`config.mk`:
```
export PLATFORM = sky130hd
export DESIGN_NAME = sipo_frame_ctrl
export DESIGN_NICKNAME = d
export VERILOG_FILES = /design/src/rtl/sipo_frame_ctrl.sv
export SDC_FILE = /design/constraint.sdc
export NUM_CORES = 1
export LEC_CHECK = 0
export ABC_AREA = 1
export CORE_ASPECT_RATIO = 1.2
export CORE_UTILIZATION = 48
export CTS_CLUSTER_DIAMETER = 40
export CTS_CLUSTER_SIZE = 28
export DETAILED_ROUTE_END_ITERATION = 7
export PLACE_DENSITY_LB_ADDON = 0.25
export SYNTH_ARGS = -nofsm -noshare
export SYNTH_HDL_FRONTEND = slang
export SYNTH_SLANG_ARGS = --single-unit
```
`constraint.sdc`:
```
create_clock -name clk -period 1.3 [get_ports clk]
set_input_delay 0.39 -clock clk [delete_from_list [all_inputs] [get_ports clk]]
set_output_delay 0.39 -clock clk [all_outputs]
set_load 0.02 [all_outputs]
```
`src/rtl/sipo_frame_ctrl.sv`:
```
// Flow-controlled serial-to-parallel frame controller: I/Q words are collected
// into a fill bank in SIPO slot order, then handed to a hold bank on a valid/ready port.
module sipo_frame_ctrl #(
  parameter int DATA_WIDTH = 16,
  parameter int REG_NUM    = 8,
  parameter int CNT_W      = $clog2(REG_NUM + 1)
) (
  input  logic                            clk,
  input  logic                            rst_n,
  input  logic                            s_valid,
  output logic                            s_ready,
  input  logic [2*DATA_WIDTH-1:0]         s_in,
  input  logic                            s_last,
  output logic                            p_valid,
  input  logic                            p_ready,
  output logic [REG_NUM*2*DATA_WIDTH-1:0] p_out,
  output logic [CNT_W-1:0]                p_cnt
);

  localparam int W = 2 * DATA_WIDTH;

  typedef logic [REG_NUM-1:0][W-1:0] bank_t;

  bank_t            fill_q, fill_d;
  bank_t            hold_q, hold_d;
  logic [CNT_W-1:0] wcnt_q, wcnt_d;
  logic [CNT_W-1:0] fill_cnt_q, fill_cnt_d;
  logic [CNT_W-1:0] p_cnt_q, p_cnt_d;
  logic             fill_full_q, fill_full_d;
  logic             p_valid_q, p_valid_d;

  logic             s_hs;
  logic             p_hs;
  logic             hold_free;
  logic             xfer;
  logic             close;
  logic [CNT_W-1:0] slot_idx;

  // s_ready depends only on a flop, so p_ready never reaches it combinationally.
  assign s_ready   = !fill_full_q;
  assign p_valid   = p_valid_q;
  assign p_out     = hold_q;
  assign p_cnt     = p_cnt_q;

  assign s_hs      = s_valid && !fill_full_q;
  assign p_hs      = p_valid_q && p_ready;
  assign hold_free = !p_valid_q || p_ready;
  assign xfer      = fill_full_q && hold_free;
  assign close     = s_hs && (s_last || (wcnt_q == CNT_W'(REG_NUM - 1)));
  assign slot_idx  = CNT_W'(REG_NUM - 1) - wcnt_q;

  always_comb begin
    // NOTE: every _d is defaulted to its current value first, so no path
    // through this block leaves a signal unassigned and no latch is inferred.
    fill_d      = fill_q;
    hold_d      = hold_q;
    wcnt_d      = wcnt_q;
    fill_cnt_d  = fill_cnt_q;
    p_cnt_d     = p_cnt_q;
    fill_full_d = fill_full_q;
    p_valid_d   = p_valid_q;

    // A word is only accepted while the fill bank is open, so it never
    // coincides with a transfer out of that bank.
    if (s_hs) begin
      for (int j = 0; j < REG_NUM; j++) begin
        if (slot_idx == CNT_W'(j)) begin
          fill_d[j] = s_in;
        end
      end
      if (close) begin
        fill_full_d = 1'b1;
        fill_cnt_d  = wcnt_q + CNT_W'(1);
        wcnt_d      = '0;
      end else begin
        wcnt_d      = wcnt_q + CNT_W'(1);
      end
    end

    if (xfer) begin
      hold_d      = fill_q;
      p_cnt_d     = fill_cnt_q;
      p_valid_d   = 1'b1;
      fill_d      = '0;
      fill_full_d = 1'b0;
    end else if (p_hs) begin
      p_valid_d   = 1'b0;
    end
  end

  always_ff @(posedge clk) begin
    // NOTE: both banks are cleared on reset because unwritten slots of a
    // short frame must read as zero; a partial frame is simply discarded.
    if (!rst_n) begin
      fill_q      <= '0;
      hold_q      <= '0;
      wcnt_q      <= '0;
      fill_cnt_q  <= '0;
      p_cnt_q     <= '0;
      fill_full_q <= 1'b0;
      p_valid_q   <= 1'b0;
    end else begin
      // NOTE: non-blocking assignments keep every flop sampling the
      // pre-edge value, independent of statement order.
      fill_q      <= fill_d;
      hold_q      <= hold_d;
      wcnt_q      <= wcnt_d;
      fill_cnt_q  <= fill_cnt_d;
      p_cnt_q     <= p_cnt_d;
      fill_full_q <= fill_full_d;
      p_valid_q   <= p_valid_d;
    end
  end

endmodule

```
==> key figures <==
Pwr
  – Pint: 27,300 µW
  – Sw Share: 0.290
  – Register share of total power: 0.459
  – Psw: 11,200 µW
  – Tot Pwr: 38,500 µW
  – Power share of the clock group: 0.365
  – Gate power share: 0.176
  – VDD IR-drop max: 1.09 mV
  – P per Cell Area: ~1400 mW/mm²
  – Pleak: 0.0113 µW

Drt
  – DR WL/cell: roughly 22 µm
  – Via density per instance: 5.74
  – Total wire length: 67.3 mm
  – First-pass DRT Iterations: 5
  – Via Count: 17,700
  – Wl on met1: approximately 25 mm
  – Detail Route Antenna Nets: 0
  – Initial drt markers: between 1,500 and 2,000
  – Routed wl met2: 30.6 mm
  – Post-route DRC: 0
  – Top sig layer: met5
  – Routed wl met3: 7.03 mm

Worst setup path
  – R2r startpoint: fill_full_q
  – CP top delay family: buffers and inverters
  – Crit Path Class: reg2reg
  – Slowest-stage cell, CP: dfxtp_2
  – CP Data Required Time: roughly 1.7 ns
  – CP cell instances: buf_4 -> nor2_4 -> buf_12 -> nand3_4 -> buf_6 -> o21ai_0 -> a21oi_1
  – Max stage delay on crit path: 0.33 ns
  – Buf/Inv on CP: 3
  – Largest fanout on the critical path: 7
  – Critical path endpoint category: register
  – Arrival time worst endpoint: 2.13 ns
  – Setup crit start: fill_full_q
  – CP Launch Type: register

Global route
  – First-pass GRT wire length: ~84 mm
  – Vias in the first global route: 15,000
  – GRT overflow: 0
  – All-layer global routing usage: 0.279
  – Largest net degree at the start of global routing: 79
  – Initial antenna violation count: 3

Clocking
  – Clk_lat worst skew: 0.58 ns
  – CTS clk-pin slew, worst paths: 0.07 ns
  – CTS root buf: clkbuf_16
  – CTS Buffer Depth: 3
  – Clock sink total: 526
  – CTS tree: yes
  – CTS buffer count: 44
  – CTS H-tree lvls: 2

Yosys
  – Mapped Nets: 2,224
  – Ys Warns: 0
  – Mapped Area: 0.0182 mm²
  – Mux contribution to synthesized area: 0
  – Post-Synth XOR/XNOR Area: 0
  – Adder-cell share of the synthesized area: 0.00274
  – Synth Area in Compound Gates: 0.216
  – Share of the synthesized area in the top cell type: 0.577
  – Post-synthesis cell count: 2,183
  – Simple-gate share of the synthesized area: 0.124
  – Number of synthesized register bits: about 530
  – Seq/Total Area, Yosys: 0.577
  – Primary FF master, synth: dfxtp_1
  – Largest cells by area after synthesis: dfxtp_1 (58%), o21ai_0 (13%), nor2_1 (11%)
  – Synth area leader: dfxtp_1
  – Post-Syn Area per Cell: 8.36 µm²
  – Asr flop ratio synth: 0
  – Largest family of logic cells by synthesized area: compound AO/OA/AOI/OAI gates
  – Post-synth EDFFs: 0
  – Netlist cell types: 25

Timing
  – RSZ-0062 raised after global routing: yes
  – Min Tclk post-route: 1.69 ns
  – Setup slack after layout: -0.387 ns
  – Max-slew headroom: 0.767
  – Slew @ Worst Pin: 0.349 ns
  – Setup-failing EPs final: about 780
  – Hold_ws: around 0.11 ns
  – FMAX: 593 MHz
  – Final worst path period share: 1.30
  – Hold Fails Final Rpt: 0
  – Final slew viol count: 0
  – Setup Skew: just over 0.03 ns

Place
  – I/O Buffers: 298
  – Cells after DPL: 2,909
  – Final HPWL DP: 35.0 mm
  – RD Place Congestion: 0.835

Layout
  – Utilization after layout: 0.742
  – Nets: 2,619
  – Share of cells above drive strength 1: 0.395
  – Fin cells: 3,087
  – Synth-to-layout area growth: 51.2%
  – Most frequent cells in the layout: nor2_1 (512), buf_6 (288), o21ai_0 (274)
  – # fillers: 2,415
  – Commonest non-fill, non-tap cell in the layout: nor2_1

Die
  – Core Rows: between 70 and 80
  – Total core area: 0.0372 mm²
  – Die area: roughly 0.039 mm²
  – Die height: between 200 and 250 µm
  – Starting Density: 0.491
  – Io pins: 299
  – Die X-Extent: 180 µm

Worst hold path
  – Worst Hold Class: in2reg
  – Hold Crit Start: rst_n

Status
  – Violations in the final reports: setup timing
  – Outcome: finished with violations

Job
  – Max-cap violations: 0
area by class of cell:
cell class	instances	area, µm²	area share
clock buffers	48	1170	0.0423
multi-input cells	1348	7100	0.257
repair buffers	513	6890	0.250
inverters	145	581	0.0210
well taps	474	593	0.0215
flip-flops and latches	526	10900	0.394
diodes	1	2.50	0.0000907
clock inverters	32	380	0.0138
through the flow:
step	worst slack, ns	area (µm²)	TNS, ns
6_report	-0.387	27600	-147.06
5_1_grt	-0.391	27600	-175.18
4_1_cts	-0.272	25200	-104.82
3_5_place_dp	-0.729	22500	-342.01
3_3_place_gp	-0.702	22500	-336.19
2_1_floorplan	-0.0517	18400	-1.04
flip-flops by register name, summed over array words and instances (netlist names):
register / flops
fill_q: 256
p_out: 256
fill_cnt_q: 4
p_cnt: 4
wcnt_q: 4
fill_full_q: 1
p_valid: 1
what timing repair did:
action,4_1_cts,5_1_grt
setup endpoints to repair,761,783
resized for setup,1880,367
pin swaps,2,43
setup buffers,20,17
hold buffers,0,0
gates cloned,4,56
worst paths after layout:
path / cells after the start / slack, ns / end
setup / recovery: 7 / -0.39 / fill_q[183]
hold / removal: 3 / 0.11 / p_out[159]
setup reg to reg: 7 / -0.39 / fill_q[183]
hold reg to reg: 2 / 0.44 / p_out[154]
metal layers:
metal	up-vias	GRT usage
met4	4	0.129
li1	7998	-
met2	1082	0.443
met1	8382	0.367
met5	-	0
met3	248	0.0532
power groups by stage:
stage | registers (µW) | logic (µW) | clock network (µW)
after floorplan | 18400 | 1820 | 0
after global placement | 17800 | 5000 | 0
after detailed placement | 17800 | 5080 | 0
after CTS | 17600 | 5480 | 14100
after global routing | 17800 | 7070 | 14800
final | 17700 | 6770 | 14100
synthesized netlist by cell type (4+ instances only):
library cell / number
nor2_1: 523
a21oi_1: 265
nand3_4: 8
inv_1: 137
o21ai_1: 43
o21ai_0: 474
clkbuf_2: 6
nand2_1: 17
buf_4: 14
buf_6: 24
ha_1: 4
clkbuf_1: 72
buf_2: 47
inv_2: 8
dfxtp_1: 526
worst min-delay path, delay by kind of cell:
kind                   cells  cell delay (ns)
AO/OA/AOI/OAI              2             0.12
buffers and inverters      1             0.11
kinds of logic (layout without fill, tap and decap cells):
family	after synthesis	count (layout)
buffers and inverters	309	738
AND/OR/NAND/NOR	560	560
flip-flops	526	526
adder cells (fa/ha/maj)	4	4
AO/OA/AOI/OAI	784	784
other	0	1
Note: power is estimated with default switching activity, not from simulation.
